===== src/rtl/hazard_forward_ctrl_pkg.sv =====
// Shared constants and types for the hazard/forwarding controller: select
// encodings, register address width and the hazard FSM state encoding.
package hazard_forward_ctrl_pkg;

    localparam int REG_ADDR_LEN = 5;
    localparam int FORW_SEL_LEN = 2;

    localparam logic [FORW_SEL_LEN-1:0] FORW_SEL_REG = 2'd0;
    localparam logic [FORW_SEL_LEN-1:0] FORW_SEL_MEM = 2'd1;
    localparam logic [FORW_SEL_LEN-1:0] FORW_SEL_WB  = 2'd2;

    typedef enum logic {
        HZ_RUN   = 1'b0,
        HZ_STALL = 1'b1
    } hz_state_e;

    // MEM outranks WB because it carries the younger value of the register.
    function automatic logic [FORW_SEL_LEN-1:0] pick_sel(input logic mem_hit, input logic wb_hit);
        if (mem_hit) begin
            return FORW_SEL_MEM;
        end
        if (wb_hit) begin
            return FORW_SEL_WB;
        end
        return FORW_SEL_REG;
    endfunction

endpackage


===== src/rtl/hazard_forward_ctrl_if.sv =====
// Bundle between the decode/execute pipeline (master) and the hazard and
// forwarding controller (slave), plus the controller's FSM debug view.
interface hazard_forward_ctrl_if #(
    parameter int REG_ADDR_W = hazard_forward_ctrl_pkg::REG_ADDR_LEN
) ();
    import hazard_forward_ctrl_pkg::*;

    // Handshake: the ID fields are meaningful only in a cycle with id_valid=1.
    // There is no ready; stall=1 is the back-pressure, meaning the ID
    // instruction was not accepted and must be presented again next cycle.
    logic                    id_valid;
    logic [REG_ADDR_W-1:0]   id_src1;
    logic [REG_ADDR_W-1:0]   id_src2;
    logic                    id_uses_src2;
    logic                    id_is_store;
    logic [REG_ADDR_W-1:0]   id_dest;
    logic                    id_wb_en;
    logic                    id_mem_read;
    logic                    branch_taken;
    logic                    mem_freeze;
    logic [FORW_SEL_LEN-1:0] val1_sel;
    logic [FORW_SEL_LEN-1:0] val2_sel;
    logic [FORW_SEL_LEN-1:0] ST_val_sel;
    logic                    stall;
    logic                    bubble;
    hz_state_e               hz_state;

    modport master (
        output id_valid, id_src1, id_src2, id_uses_src2, id_is_store,
               id_dest, id_wb_en, id_mem_read, branch_taken, mem_freeze,
        input  val1_sel, val2_sel, ST_val_sel, stall, bubble, hz_state
    );

    modport slave (
        input  id_valid, id_src1, id_src2, id_uses_src2, id_is_store,
               id_dest, id_wb_en, id_mem_read, branch_taken, mem_freeze,
        output val1_sel, val2_sel, ST_val_sel, stall, bubble, hz_state
    );

endinterface


===== src/rtl/hazard_forward_ctrl_fwd_src_match.sv =====
// Resolves one EXE source register against the MEM and WB shadow slots and
// returns the operand select for it.
module fwd_src_match
    import hazard_forward_ctrl_pkg::*;
#(
    parameter int REG_ADDR_W = REG_ADDR_LEN
) (
    input  logic [REG_ADDR_W-1:0]   src,
    input  logic                    mem_valid,
    input  logic                    mem_wb_en,
    input  logic                    mem_mem_read,
    input  logic [REG_ADDR_W-1:0]   mem_dest,
    input  logic                    wb_valid,
    input  logic                    wb_wb_en,
    input  logic [REG_ADDR_W-1:0]   wb_dest,
    output logic [FORW_SEL_LEN-1:0] sel
);

    logic src_nz;
    logic mem_hit;
    logic wb_hit;

    assign src_nz  = (src != '0);
    // A load in MEM has no ALU result worth forwarding; the stall keeps it away.
    assign mem_hit = mem_valid & mem_wb_en & ~mem_mem_read & (mem_dest == src) & src_nz;
    assign wb_hit  = wb_valid & wb_wb_en & (wb_dest == src) & src_nz;
    assign sel     = pick_sel(mem_hit, wb_hit);

endmodule


===== src/rtl/hazard_forward_ctrl.sv =====
// Hazard and forwarding controller: shadow EXE/MEM/WB slots, Moore operand
// selects and a RUN/STALL hazard FSM. Forwarding is enabled by FORWARDING_EN.
module hazard_forward_ctrl
    import hazard_forward_ctrl_pkg::*;
#(
    parameter int REG_ADDR_W = REG_ADDR_LEN
) (
    input  logic                   clk,
    input  logic                   rst,
    hazard_forward_ctrl_if.slave   bus
);

    typedef struct packed {
        logic                  valid;
        logic [REG_ADDR_W-1:0] src1;
        logic [REG_ADDR_W-1:0] src2;
        logic                  uses_src2;
        logic                  is_store;
        logic [REG_ADDR_W-1:0] dest;
        logic                  wb_en;
        logic                  mem_read;
    } exe_slot_t;

    typedef struct packed {
        logic                  valid;
        logic [REG_ADDR_W-1:0] dest;
        logic                  wb_en;
        logic                  mem_read;
    } mem_slot_t;

    // Nothing downstream of WB asks whether it was a load.
    typedef struct packed {
        logic                  valid;
        logic [REG_ADDR_W-1:0] dest;
        logic                  wb_en;
    } wb_slot_t;

    exe_slot_t exe_q, exe_d;
    mem_slot_t mem_q, mem_d;
    wb_slot_t  wb_q, wb_d;
    hz_state_e state_q, state_d;

    logic hazard, stall_c, bubble_c;
    logic src2_act, ex_s1, ex_s2;
    logic [FORW_SEL_LEN-1:0] sel1, sel2, sel3;

    function automatic logic hits(input logic v, input logic wb, input logic [REG_ADDR_W-1:0] d,
                                  input logic [REG_ADDR_W-1:0] x);
        return v & wb & (d == x) & (x != '0);
    endfunction

    assign src2_act = bus.id_uses_src2 | bus.id_is_store;
    assign ex_s1    = hits(exe_q.valid, exe_q.wb_en, exe_q.dest, bus.id_src1);
    assign ex_s2    = hits(exe_q.valid, exe_q.wb_en, exe_q.dest, bus.id_src2);

`ifdef FORWARDING_EN
    localparam logic FWD_ON = 1'b1;
    assign hazard = bus.id_valid & exe_q.mem_read & (ex_s1 | (src2_act & ex_s2));
`else
    localparam logic FWD_ON = 1'b0;
    logic mem_s1, mem_s2;
    assign mem_s1 = hits(mem_q.valid, mem_q.wb_en, mem_q.dest, bus.id_src1);
    assign mem_s2 = hits(mem_q.valid, mem_q.wb_en, mem_q.dest, bus.id_src2);
    assign hazard = bus.id_valid & (ex_s1 | mem_s1 | (src2_act & (ex_s2 | mem_s2)));
`endif

    always_comb begin
        state_d  = state_q;
        stall_c  = 1'b0;
        bubble_c = 1'b0;
        case (state_q)
            HZ_RUN:   if (hazard)  state_d = HZ_STALL;
            HZ_STALL: if (!hazard) state_d = HZ_RUN;
            default:  state_d = HZ_RUN;
        endcase
        if (hazard) begin
            stall_c  = 1'b1;
            bubble_c = 1'b1;
        end
        // A taken branch squashes ID, so there is nothing left to hold.
        if (bus.branch_taken) begin
            stall_c  = 1'b0;
            bubble_c = 1'b1;
            state_d  = HZ_RUN;
        end
        if (bus.mem_freeze) begin
            state_d = state_q;
        end
    end

    always_comb begin
        exe_d = exe_q;
        mem_d = mem_q;
        wb_d  = wb_q;
        if (!bus.mem_freeze) begin
            wb_d  = '{valid: mem_q.valid, dest: mem_q.dest, wb_en: mem_q.wb_en};
            mem_d = '{valid: exe_q.valid, dest: exe_q.dest, wb_en: exe_q.wb_en,
                      mem_read: exe_q.mem_read};
            exe_d = '0;
            if (bus.id_valid && !stall_c && !bus.branch_taken) begin
                exe_d.valid     = 1'b1;
                exe_d.src1      = bus.id_src1;
                exe_d.src2      = bus.id_src2;
                exe_d.uses_src2 = bus.id_uses_src2;
                exe_d.is_store  = bus.id_is_store;
                exe_d.dest      = bus.id_dest;
                exe_d.wb_en     = bus.id_wb_en;
                exe_d.mem_read  = bus.id_mem_read;
            end
        end
    end

    always_ff @(posedge clk or negedge rst) begin
        if (!rst) begin
            exe_q   <= '0;
            mem_q   <= '0;
            wb_q    <= '0;
            state_q <= HZ_RUN;
        end else begin
            exe_q   <= exe_d;
            mem_q   <= mem_d;
            wb_q    <= wb_d;
            state_q <= state_d;
        end
    end

    fwd_src_match #(.REG_ADDR_W(REG_ADDR_W)) u_match_src1 (
        .src(exe_q.src1), .mem_valid(mem_q.valid), .mem_wb_en(mem_q.wb_en),
        .mem_mem_read(mem_q.mem_read), .mem_dest(mem_q.dest),
        .wb_valid(wb_q.valid), .wb_wb_en(wb_q.wb_en), .wb_dest(wb_q.dest), .sel(sel1)
    );

    fwd_src_match #(.REG_ADDR_W(REG_ADDR_W)) u_match_src2 (
        .src(exe_q.src2), .mem_valid(mem_q.valid), .mem_wb_en(mem_q.wb_en),
        .mem_mem_read(mem_q.mem_read), .mem_dest(mem_q.dest),
        .wb_valid(wb_q.valid), .wb_wb_en(wb_q.wb_en), .wb_dest(wb_q.dest), .sel(sel2)
    );

    fwd_src_match #(.REG_ADDR_W(REG_ADDR_W)) u_match_store (
        .src(exe_q.src2), .mem_valid(mem_q.valid), .mem_wb_en(mem_q.wb_en),
        .mem_mem_read(mem_q.mem_read), .mem_dest(mem_q.dest),
        .wb_valid(wb_q.valid), .wb_wb_en(wb_q.wb_en), .wb_dest(wb_q.dest), .sel(sel3)
    );

    assign bus.val1_sel   = FWD_ON ? sel1 : FORW_SEL_REG;
    assign bus.val2_sel   = (FWD_ON && exe_q.uses_src2) ? sel2 : FORW_SEL_REG;
    assign bus.ST_val_sel = (FWD_ON && exe_q.is_store) ? sel3 : FORW_SEL_REG;
    assign bus.stall      = stall_c & rst;
    assign bus.bubble     = bubble_c & rst;
    assign bus.hz_state   = state_q;

endmodule

===== src/flat_wrapper.sv =====
// flat-port wrapper written by rule: the top's interface ports become plain ports
module hazard_forward_ctrl_flat import hazard_forward_ctrl_pkg::*;
#(
    parameter int REG_ADDR_W = REG_ADDR_LEN
)
  (clk, rst, bus_id_valid, bus_id_src1, bus_id_src2, bus_id_uses_src2, bus_id_is_store, bus_id_dest, bus_id_wb_en, bus_id_mem_read, bus_branch_taken, bus_mem_freeze, bus_val1_sel, bus_val2_sel, bus_ST_val_sel, bus_stall, bus_bubble, bus_hz_state);
  hazard_forward_ctrl_if #(.REG_ADDR_W(REG_ADDR_W)) bus_i ();
  input  logic clk;
  input  logic rst;
  input wire logic [$bits(bus_i.id_valid)-1:0] bus_id_valid;
  input wire logic [$bits(bus_i.id_src1)-1:0] bus_id_src1;
  input wire logic [$bits(bus_i.id_src2)-1:0] bus_id_src2;
  input wire logic [$bits(bus_i.id_uses_src2)-1:0] bus_id_uses_src2;
  input wire logic [$bits(bus_i.id_is_store)-1:0] bus_id_is_store;
  input wire logic [$bits(bus_i.id_dest)-1:0] bus_id_dest;
  input wire logic [$bits(bus_i.id_wb_en)-1:0] bus_id_wb_en;
  input wire logic [$bits(bus_i.id_mem_read)-1:0] bus_id_mem_read;
  input wire logic [$bits(bus_i.branch_taken)-1:0] bus_branch_taken;
  input wire logic [$bits(bus_i.mem_freeze)-1:0] bus_mem_freeze;
  output wire logic [$bits(bus_i.val1_sel)-1:0] bus_val1_sel;
  output wire logic [$bits(bus_i.val2_sel)-1:0] bus_val2_sel;
  output wire logic [$bits(bus_i.ST_val_sel)-1:0] bus_ST_val_sel;
  output wire logic [$bits(bus_i.stall)-1:0] bus_stall;
  output wire logic [$bits(bus_i.bubble)-1:0] bus_bubble;
  output wire logic [$bits(bus_i.hz_state)-1:0] bus_hz_state;
  assign bus_i.id_valid = bus_id_valid;
  assign bus_i.id_src1 = bus_id_src1;
  assign bus_i.id_src2 = bus_id_src2;
  assign bus_i.id_uses_src2 = bus_id_uses_src2;
  assign bus_i.id_is_store = bus_id_is_store;
  assign bus_i.id_dest = bus_id_dest;
  assign bus_i.id_wb_en = bus_id_wb_en;
  assign bus_i.id_mem_read = bus_id_mem_read;
  assign bus_i.branch_taken = bus_branch_taken;
  assign bus_i.mem_freeze = bus_mem_freeze;
  assign bus_val1_sel = bus_i.val1_sel;
  assign bus_val2_sel = bus_i.val2_sel;
  assign bus_ST_val_sel = bus_i.ST_val_sel;
  assign bus_stall = bus_i.stall;
  assign bus_bubble = bus_i.bubble;
  assign bus_hz_state = bus_i.hz_state;
  hazard_forward_ctrl #(.REG_ADDR_W(REG_ADDR_W)) u_core (.clk(clk), .rst(rst), .bus(bus_i));
endmodule

===== config.mk =====
export PLATFORM = sky130hd
export DESIGN_NAME = hazard_forward_ctrl_flat
export DESIGN_NICKNAME = d
export VERILOG_FILES = /design/src/rtl/hazard_forward_ctrl_pkg.sv /design/src/rtl/hazard_forward_ctrl_if.sv /design/src/rtl/hazard_forward_ctrl_fwd_src_match.sv /design/src/rtl/hazard_forward_ctrl.sv /design/src/flat_wrapper.sv
export SDC_FILE = /design/constraint.sdc
export NUM_CORES = 1
export LEC_CHECK = 0
export ABC_CLOCK_PERIOD_IN_PS = 2190
export CORE_MARGIN = 2
export CORE_UTILIZATION = 44
export DETAILED_ROUTE_END_ITERATION = 10
export PLACE_DENSITY = 0.78
export SLEW_MARGIN = 20
export SYNTH_ARGS = -nofsm -noshare
export SYNTH_HDL_FRONTEND = slang
export SYNTH_SLANG_ARGS = --single-unit

===== constraint.sdc =====
create_clock -name clk -period 2.19 [get_ports clk]
set_input_delay 0.5475 -clock clk [delete_from_list [all_inputs] [get_ports clk]]
set_output_delay 0.5475 -clock clk [all_outputs]
set_load 0.05 [all_outputs]

==> flow_metrics.py <==
metrics = {
    "place": {
        "hpwl_um": 1890,
        "place_congestion": 0.796,
        "dp_slack_ns": -0.669,
        "io_buffers": 25,
    },
    "logic_synthesis": {
        "ys_seq_elements": 15,
        "netlist_area_um2": 977,
        "yosys_warnings": 0,
        "seq_area_frac_synth": 0.384,
        "synth_edf_count": 0,
        "ys_types": 26,
        "synth_flop_cell": "dfrtp_1",
        "synth_async_sr_flop_share": 1.00,
        "syn_inst": 95,
        "synth.avg_cell_area_um2": 10.3,
    },
    "power_and_ir_drop": {
        "p_leak_uw": 0.000696,
        "ir_drop_mv": 0.381,
        "power_density_mw_per_mm2": 458,
    },
    "worst_setup_path": {
        "path_class": "primary input to output port",
        "worst-path-buf-inv": 2,
        "cp_max_fo": 3,
        "end_kind": "output port",
        "max_stage_delay_ns": 0.50,
        "cp.required_ns": 1.64,
        "cp_data_arrival_time_ns": 1.92,
        "cp-start-kind": "primary input",
        "cpMaxStageDelayCell": "or4_4",
        "cp_cell_sequence": "clkdlybuf4s15_2 > or4_4 > o22ai_4 > o221ai_2 > o211a_4 > buf_12",
        "timing.critical_path.max_delay_family": "simple AND/OR/NAND/NOR gates",
    },
    "floorplanning": {
        "rows": 17,
        "core_mm2": 0.00215,
        "dieArea_mm2": 0.00261,
        "initial_core_util": 0.455,
        "pin_count": 33,
        "dieHeight_um": 51.1,
        "die_w_um": 51.1,
    },
    "clocking": {
        "cts_tree": "built",
        "cts_hold_buf": 0,
        "cts_inserted_buffers": 3,
        "clk_latency_ns": 0.29,
        "cts.sinks": 15,
        "h-tree-depth": 1,
        "cts.clk_slew.worst_paths_ns": 0.09,
        "clk_path_buf_depth": 2,
        "root_buffer": "clkbuf_4",
    },
    "timing": {
        "setup_viol": 2,
        "rsz0062_at_grt": "true",
        "maxSlewViolCount": 0,
        "fmax_ghz": 0.406,
        "period_needed_ns": 2.47,
        "setup_ws_ns": -0.275,
        "finalCritPeriodShare": 1.13,
        "fin_tns_setup_ns": -0.540,
        "hold_violations": 0,
        "worst_clock_skew_ns": 0.00530,
    },
    "routing": {
        "via_per_inst": 5.17,
        "drc_errors": 0,
        "ant_nets": 0,
        "vias": 874,
        "routedWlPerCell_um": 14.3,
        "wirelength_um": 2420,
        "initialDrtViolationCount": 19,
        "dr.pass1.iters": 4,
    },
    "grt": {
        "grt_overflow": 0,
        "antenna_found_initial": 0,
        "grt_util_met3": 0.0234,
        "grt_max_degree": 16,
        "grt_pass1_vias": 907,
        "globalRoute.busiestLayer": "met2",
        "grt_pass1_wl_um": 4180,
        "use_met2": 0.364,
        "track_usage": 0.218,
        "grt_use_met1": 0.283,
    },
    "outcome": {
        "outcome": "finished, violations left",
        "violations": "setup timing",
    },
    "finish": {
        "area_growth_pct": 51.7,
        "mostFrequentLayoutCell": "buf_4",
        "nets": 166,
        "n_antenna_cell": 0,
        "utilization": 0.690,
        "final_cell_mix": "buf_4, dfrtp_1, clkdlybuf4s50_1",
        "drive_gt1_frac": 0.411,
    },
    "min_path": {
        "hold_class": "flop to flop",
    },
    "job": {
        "drv_cap": 0,
    },
}
==> synthesized netlist by cell type, types with 6 or more instances <==
| library cell | instances | area (um^2) |
|---|---|---|
| xor2_1 | 10 | 87.6 |
| dfrtp_1 | 15 | 375 |
| o31ai_1 | 6 | 45.0 |
| inv_1 | 8 | 30.0 |
| mux2_2 | 7 | 78.8 |
| xnor2_1 | 10 | 87.6 |
| nand2_1 | 9 | 33.8 |
| buf_4 | 6 | 45.0 |
==> logic make-up (layout without fill, tap and decap cells) <==
| family | after synthesis | in the layout | share of synthesized area |
|---|---|---|---|
| compound gates | 14 | 14 | 0.143 |
| mux | 7 | 7 | 0.0807 |
| other cells | 1 | 6 | 0.00384 |
| flops | 15 | 15 | 0.384 |
| buf+inv | 16 | 57 | 0.0845 |
| simple gates | 22 | 22 | 0.124 |
| xor+xnor | 20 | 20 | 0.179 |
==> worst reg2reg max path, stage by stage, from the launching register on <==
cell and delay (ns):
dfrtp_1 0.43, buf_4 0.15, buf_4 0.14, xor2_1 0.15, nor2_1 0.07, a22oi_2 0.24
o22ai_4 0.11, buf_4 0.14, buf_4 0.16, o31ai_1 0.24
==> flip-flops by register name, summed over array words and instances (netlist names) <==
| register | cells |
|---|---|
| u_core.mem_q | 7 |
| u_core.bus.hz_state | 1 |
| u_core.exe_q | 7 |
==> through the flow <==
step / std cells / total power, uW / hold WS, ns / area, um^2
after floorplan: 100 / 420 / 0.252 / 1020
after global placement: 161 / 504 / 0.495 / 1390
after detailed placement: 161 / 512 / 0.504 / 1390
after CTS: 168 / 681 / 0.528 / 1470
after global routing: 169 / 715 / 0.557 / 1480
final: 169 / 679 / 0.527 / 1480
==> worst paths after layout <==
path                                               from  cells past startpoint  slack (ns)                           end
setup / recovery                         bus_id_src2[3]                      6       -0.28                    bus_bubble
hold / removal             u_core.exe_q[19]$_DFFE_PN0N_                      2        0.53  u_core.exe_q[19]$_DFFE_PN0N_
setup reg to reg            u_core.exe_q[3]$_DFFE_PN0N_                      9        0.27   u_core.exe_q[2]$_DFFE_PN0N_
hold reg to reg            u_core.exe_q[19]$_DFFE_PN0N_                      2        0.53  u_core.exe_q[19]$_DFFE_PN0N_
max in group asynchronous                           rst                      2        1.33   u_core.exe_q[2]$_DFFE_PN0N_
min in group asynchronous                           rst                      2        0.67   u_core.mem_q[7]$_DFFE_PN0N_
==> area by class of cell <==
cell class                 instances  area [um^2]
fill                             175          666
multi-input combinational         69          612
timing repair buffer              45          402
sequential                        15          377
tap                               28         35.0
inverter                           8         30.0
clock buffer                       3         22.5
clock inverter                     1         5.00
==> power by group <==
part           switching (uW)  internal, uW  total (uW)
combinational            99.8           107         207
clock                    90.4          67.9         158
sequential               18.6           295         314
==> layer usage <==
metal	wire length [um]	share of wire	up-vias
met5	0	0	-
met4	23	0.0095	0
met3	144	0.059	4
met2	1210	0.50	32
met1	1040	0.43	423
li1	-	-	415
==> repair_timing <==
item / in CTS / in global routing
buffers inserted: 3 / 1
setup endpoints to repair: 2 / 2
gates resized for setup: 40 / 2
pin swaps: 17 / 1
No activity file was read; power rests on OpenSTA's default activity.
